## config.mk

```make
export PLATFORM = sky130hd
export DESIGN_NAME = adder_arbiter
export DESIGN_NICKNAME = d
export VERILOG_FILES = /design/src/rtl/adder_arb_pkg.sv /design/src/rtl/adder_8bit.sv /design/src/rtl/rr_arbiter.sv /design/src/rtl/adder_arbiter.sv
export SDC_FILE = /design/constraint.sdc
export NUM_CORES = 1
export LEC_CHECK = 0
export ABC_AREA = 1
export CORE_UTILIZATION = 24
export CTS_CLUSTER_DIAMETER = 200
export DETAILED_ROUTE_END_ITERATION = 16
export PLACE_DENSITY = 0.6
export RECOVER_POWER = 50
export SLEW_MARGIN = 0
export SYNTH_ARGS = -nofsm -noshare
export SYNTH_HDL_FRONTEND = slang
export SYNTH_SLANG_ARGS = --single-unit
```

## constraint.sdc

```tcl
create_clock -name clk -period 3.6 [get_ports clk]
set_input_delay 0.72 -clock clk [delete_from_list [all_inputs] [get_ports clk]]
set_output_delay 0.72 -clock clk [all_outputs]
set_load 0.02 [all_outputs]
```

## src/rtl/adder_arb_pkg.sv

```systemverilog
// Shared constants, types and the round-robin pick function for the adder arbiter.
package adder_arb_pkg;

  localparam int unsigned OPND_W  = 8;
  localparam int unsigned SUM_W   = 9;
  localparam int unsigned MAX_REQ = 16;
  localparam int unsigned IDX_W   = 4;

  typedef struct packed {
    logic             found;
    logic [IDX_W-1:0] idx;
  } pick_t;

  // First set bit of elig at or after ptr, wrapping at n.
  function automatic pick_t rr_pick(input logic [MAX_REQ-1:0] elig,
                                    input logic [IDX_W-1:0]   ptr,
                                    input int unsigned        n);
    pick_t       p;
    int unsigned cand;
    p = '0;
    for (int unsigned k = 0; k < MAX_REQ; k++) begin
      cand = (32'(ptr) + k) % n;
      if (k < n && !p.found && elig[cand[IDX_W-1:0]]) begin
        p.found = 1'b1;
        p.idx   = cand[IDX_W-1:0];
      end
    end
    return p;
  endfunction

endpackage

```

## src/rtl/adder_8bit.sv

```systemverilog
// Single-stage registered 8+8 unsigned adder with a valid pipeline bit.
module adder_8bit
  import adder_arb_pkg::*;
(
  input  logic              clk,
  input  logic              rst_n,
  input  logic [OPND_W-1:0] a,
  input  logic [OPND_W-1:0] b,
  input  logic              data_in_vld,
  output logic [SUM_W-1:0]  data_out,
  output logic              data_out_vld
);

  always_ff @(posedge clk) begin
    if (!rst_n) begin
      data_out     <= '0;
      data_out_vld <= 1'b0;
    end else begin
      data_out     <= {1'b0, a} + {1'b0, b};
      data_out_vld <= data_in_vld;
    end
  end

endmodule

```

## src/rtl/rr_arbiter.sv

```systemverilog
// Combinational round-robin pick over elig, with the rotating priority pointer.
module rr_arbiter
  import adder_arb_pkg::*;
#(
  parameter int unsigned N     = 4,
  parameter int unsigned TAG_W = $clog2(N)
) (
  input  logic             clk,
  input  logic             rst_n,
  input  logic [N-1:0]     elig,
  output logic [N-1:0]     gnt,
  output logic             gnt_vld,
  output logic [TAG_W-1:0] gnt_idx
);

  logic [TAG_W-1:0]   ptr_q, ptr_d;
  logic [MAX_REQ-1:0] elig_ext;
  pick_t              pick;

  always_comb begin
    elig_ext        = '0;
    elig_ext[N-1:0] = elig;
    pick            = rr_pick(elig_ext, IDX_W'(ptr_q), N);
    // No grants may leave while reset is held.
    gnt_vld         = pick.found & rst_n;
    gnt_idx         = pick.idx[TAG_W-1:0];
    gnt             = '0;
    ptr_d           = ptr_q;
    if (gnt_vld) begin
      gnt[gnt_idx] = 1'b1;
      ptr_d        = (gnt_idx == TAG_W'(N - 1)) ? '0 : gnt_idx + TAG_W'(1);
    end
  end

  always_ff @(posedge clk) begin
    if (!rst_n) ptr_q <= '0;
    else        ptr_q <= ptr_d;
  end

endmodule

```

## src/rtl/adder_arbiter.sv

```systemverilog
// Shares one adder_8bit among N_REQ requesters: round-robin grant, tag, and
// per-requester result slots with valid/ready responses.
module adder_arbiter
  import adder_arb_pkg::*;
#(
  parameter int unsigned N_REQ = 4,
  parameter int unsigned TAG_W = $clog2(N_REQ)
) (
  input  logic                     clk,
  input  logic                     rst_n,
  input  logic [N_REQ-1:0]         req_vld,
  output logic [N_REQ-1:0]         req_rdy,
  input  logic [N_REQ*OPND_W-1:0]  req_a,
  input  logic [N_REQ*OPND_W-1:0]  req_b,
  output logic [N_REQ-1:0]         rsp_vld,
  input  logic [N_REQ-1:0]         rsp_rdy,
  output logic [N_REQ*SUM_W-1:0]   rsp_data
);

  logic [N_REQ-1:0]  elig;
  logic [N_REQ-1:0]  inflight_q, inflight_d;
  logic [N_REQ-1:0]  slot_full_q, slot_full_d;
  logic [SUM_W-1:0]  slot_q [N_REQ];
  logic [TAG_W-1:0]  tag_q;
  logic [TAG_W-1:0]  gnt_idx;
  logic              gnt_vld;
  logic [OPND_W-1:0] add_a, add_b;
  logic [SUM_W-1:0]  sum;
  logic              sum_vld;

  // Registered state only, so a slot consumed this cycle cannot be re-granted until next.
  assign elig = req_vld & ~inflight_q & ~slot_full_q;

  rr_arbiter #(
    .N     (N_REQ),
    .TAG_W (TAG_W)
  ) u_arb (
    .clk     (clk),
    .rst_n   (rst_n),
    .elig    (elig),
    .gnt     (req_rdy),
    .gnt_vld (gnt_vld),
    .gnt_idx (gnt_idx)
  );

  assign add_a = req_a[32'(gnt_idx)*OPND_W +: OPND_W];
  assign add_b = req_b[32'(gnt_idx)*OPND_W +: OPND_W];

  adder_8bit u_add (
    .clk          (clk),
    .rst_n        (rst_n),
    .a            (add_a),
    .b            (add_b),
    .data_in_vld  (gnt_vld),
    .data_out     (sum),
    .data_out_vld (sum_vld)
  );

  // Landing and consumption never target the same slot, so plain set/clear order is safe.
  always_comb begin
    inflight_d  = inflight_q | req_rdy;
    slot_full_d = slot_full_q & ~rsp_rdy;
    if (sum_vld) begin
      inflight_d[tag_q]  = 1'b0;
      slot_full_d[tag_q] = 1'b1;
    end
  end

  always_ff @(posedge clk) begin
    if (!rst_n) begin
      inflight_q  <= '0;
      slot_full_q <= '0;
      tag_q       <= '0;
      slot_q      <= '{default: '0};
    end else begin
      inflight_q  <= inflight_d;
      slot_full_q <= slot_full_d;
      if (gnt_vld) tag_q <= gnt_idx;
      if (sum_vld) slot_q[tag_q] <= sum;
    end
  end

  assign rsp_vld = slot_full_q;

  for (genvar i = 0; i < N_REQ; i++) begin : g_rsp
    assign rsp_data[i*SUM_W +: SUM_W] = slot_q[i];
  end

endmodule

```

==> results list <==
* Residual overflow from global routing: 0
* Element type at the critical path end: output port
- Detailed routing inserted a total of 3827 vias.
- The total area inside the core boundary comes to 0.01399 sq mm.
- Overall die area: 0.01497 sq mm
* Worst EP arrival: 2700 ps
- Net switching is 45.26% of the power.
- STA classifies the critical path startpoint as an input port.
- Number of placement rows: 43
- Global routing consumed, over all layers together, 14.46% of the routing resources.
- Along the worst hold path, the cell count comes to 2.
* Final setup violation count: 0
* Growth of design area from synthesis to finish: 58.24%
* Number of nets in the synthesized netlist: 621
- Overall power consumption after layout is estimated at 7.113 mW.
* Unique cell type count in the Yosys netlist: 32
- Status: finished clean
- Global-route wire length before repair: 17.08 mm
- Fmax: 0.2922 GHz
* Gate Count Post-Synth: 534
- Post-route clock period utilization: 95.07%
- Worst-path cell with the longest stage delay: clkdlybuf4s50_1
- The tree built by TritonCTS fans out to 58 sinks.
- Headroom to the max-slew limit came out at 55.60%.
- Number of hold violations in the final report: 0
* Worst-Margin Slew: 664.2 ps
- Fin nets: 768
- Number of antenna diodes: 0
- Final weighted congestion in routability-driven placement: 0.8695
- Starting density of the core: 24.85%
- Multi-input combinational cell area: 0.001823 sq mm
- DR vias/cell: 4.424
- Predominant post-synthesis flop cell: dfxtp_1
- The cell area that synthesis handed to floorplanning was 0.003476 sq mm.
- After detailed routing, the total wire length is 10.85 mm.
* Count of flip-flops with a built-in enable after synthesis: 0
- The max-slew violation count came to 0.
- By startpoint and endpoint, the worst setup path is classified as in -> out.
* Internal power: 3.894 mW
- Cell-by-cell listing of the critical path: clkdlybuf4s50_1 -> nand3_1 -> nand2_1 -> nand2_1 -> nand2_1 -> nand2_2 -> nand2_1 -> nand2_4 -> nand3_4 -> inv_2 -> ha_1 -> nand2_1 -> inv_1 -> clkdlybuf4s15_1
- The count of nets left with antenna violations once routing finished came out at 0.
* Maximum number of buffers from clock root to sink: 2
- Total number of cells along the worst setup path: 14
- Total I/O pin count: 118
- VDD sags by at most 0.7239 mV.
* Die Wd: 122.3 um
- In this run the mean area of a mapped cell was 6.509 sq um.
- Hold buffers post-CTS: 0
- Register bit total from synthesis: 58
* Root Driver: clkbuf_16
- Pin count of the biggest net entering global routing: 50
- Die H: 122.3 um
* Static leakage: 2.650 nW
- Largest delay contributor family on the critical path: simple AND/OR/NAND/NOR gates
- Comb power frac: 74.0%
* Switch Pwr: 3.219 mW
* Most common cell type on the critical path: nand2_1
- Port Buffers: 117
- Yosys warning count: 0
- Dividing total power by cell area gives a power density of 1293 mW/mm^2.
- On the final layout, the worst clock skew is 7.192 ps.
* Relative contribution of sequential cells to total power: 14.1%
- Clock Power Share: 12.0%
- Residual DRC count: 0
* DP Wirelength: 8.167 mm
- In the final layout, the share of cells above drive strength 1 is 12.70%.
- CTS tree: yes
- Share of the yosys chip area belonging to registers: 33.41%
* Routed length per instance: 12.55 um
- Proportion of register bits with asynchronous set or reset after synthesis: 0%
* H-tree Lvls: 3
- Initial antenna violation count: 0
- Maximum cell stage delay along the critical path: 470 ps
* First-pass detailed-route iteration total: 4
- The smallest clock period supported by the final layout is computed as 3423 ps.
* Max-cap check violation count: 0
- Setup repair after global routing could not meet its margin everywhere.
- The layout has 1511 filler cells.
* Crit path buffers/inverters: 4
* Smallest hold slack: 443.5 ps
- R2R depth: 20
- Clock insertion delay at the later pin of the skew report: 320 ps
- Data on the critical path is required at its endpoint by 2880 ps.
- The detailed router finished its first iteration with 181 violations.
- Reg clk slew, reported paths: 50 ps
- Max Fanout on Critical Path: 7
- The path class of the tightest hold or removal check is reg -> reg.
* Area taken by flip-flops and latches: 0.001161 sq mm
- The number of global-route vias before repair is 3585.
- Clock buffer count from CTS: 9
path summary, 6_finish.rpt:
check,start,to,slack (ps)
setup / recovery,req_vld[3],req_rdy[3],180
hold / removal,rsp_data[34]$_SDFFE_PN0P_,rsp_data[34]$_SDFFE_PN0P_,440
setup reg to reg,u_arb.ptr_q[0]$_SDFFE_PN0P_,u_add.data_out[8]$_SDFF_PN0_,360
hold reg to reg,rsp_data[34]$_SDFFE_PN0P_,rsp_data[34]$_SDFFE_PN0P_,440
cell usage after synthesis (all sizes together) (2+ instances only):
cell      n  area share (%)
ha       12             4.3
o21ai    48             6.9
nand2    86             9.7
buf      17             3.5
nor2     72             7.8
clkinv    2            0.22
nand3    53             8.1
o21a      3            0.65
a21oi    24             3.5
nand4    36             6.9
inv     106              12
clkbuf    9            0.97
dfxtp    58              33
power groups by stage:
stage	Sequential [mW]	Combinational, mW	Clock (mW)
6_report	0.999	5.26	0.850
5_1_grt	1.02	5.89	0.903
4_1_cts	1.00	4.88	0.870
3_5_place_dp	1.02	4.86	0
3_3_place_gp	1.02	4.82	0
2_1_floorplan	1.04	2.86	0
registers in the layout, summed over array words and instances, names as in the netlist:
register,count
inflight_q,4
rsp_data,36
rsp_vld,4
tag_q,2
u_add.data_out,9
u_add.data_out_vld,1
u_arb.ptr_q,2
area by class of cell:
cell class              instances  area share (%)
clock buffers                  13           4.914
clock inverters                 2          0.6369
inverters                     108           7.461
multi-input cells             343           33.14
flip-flops and latches         58           21.11
well taps                     180           4.095
repair buffers                161           28.64
layout by cell type (no fill, tap or decap), drive strengths merged:
master / n
inv: 106
clkdlybuf4s50: 102
nand2: 86
nor2: 72
dfxtp: 58
nand3: 54
o21ai: 48
buf: 43
nand4: 36
a21oi: 24
clkbuf: 17
ha: 12
dlygate4sd3: 11
o21a: 3
clkinv: 3
xnor2: 1
xor2: 1
nand3b: 1
nor3: 1
o311ai: 1
or2: 1
o22ai: 1
fa: 1
bufinv: 1
clkdlybuf4s15: 1
cell families (layout without fill, tap and decap cells):
logic type	count (synthesis)	after routing	synth area share (%)
simple gates	250	251	33.08
buf+inv	134	284	16.23
compound gates	77	77	11.45
flops	58	58	33.41
fa+ha+maj	13	13	4.896
xor+xnor	2	2	0.9362
worst register-to-register path, stage by stage (launching register included):
cell      delay (ps)
dfxtp_1          640
xor2_2           230
nand3_1          130
nand2_2           90
buf_4            130
nand3b_1          80
nand3_1          130
nand2_4           90
buf_4            190
nand3_1          110
nand2_1           70
ha_2             180
fa_2             350
nand3_1           90
nand2_1           80
nand2_1           60
nand2_1           50
a21oi_2          160
nor2_1            60
o21ai_1          120
a21oi_1           70
what timing repair did:
item,in CTS,in global routing
endpoints found under the hold margin,0,0
setup endpoints to repair,5,8
setup buffers,0,7
gates cloned,0,3
pin swaps,1,4
gates resized for setup,8,27
per-layer routing:
layer / part of all wire (%) / up-vias / track usage (%)
met4: 1.4 / 0 / 4.649
met1: 48 / 1682 / 19.20
met2: 44 / 143 / 23.35
met5: 0 / - / 0
met3: 6.8 / 10 / 2.835
li1: - / 1992 / -
per-stage QoR:
step / TNS (ps) / instances / worst slack (ps) / cell area (sq um) / util, %
after floorplan: 0 / 534 / 449.8 / 3476 / -
after global placement: -1535 / 840 / -294.7 / 5019 / 35.88
after detailed placement: -2048 / 840 / -366.2 / 5019 / 35.88
after CTS: 0 / 855 / 32.67 / 5328 / 38.09
after global routing: -31.78 / 865 / -31.78 / 5500 / 39.32
final: 0 / 865 / 177.4 / 5500 / 39.32
Power figures use the tool's default switching activity.
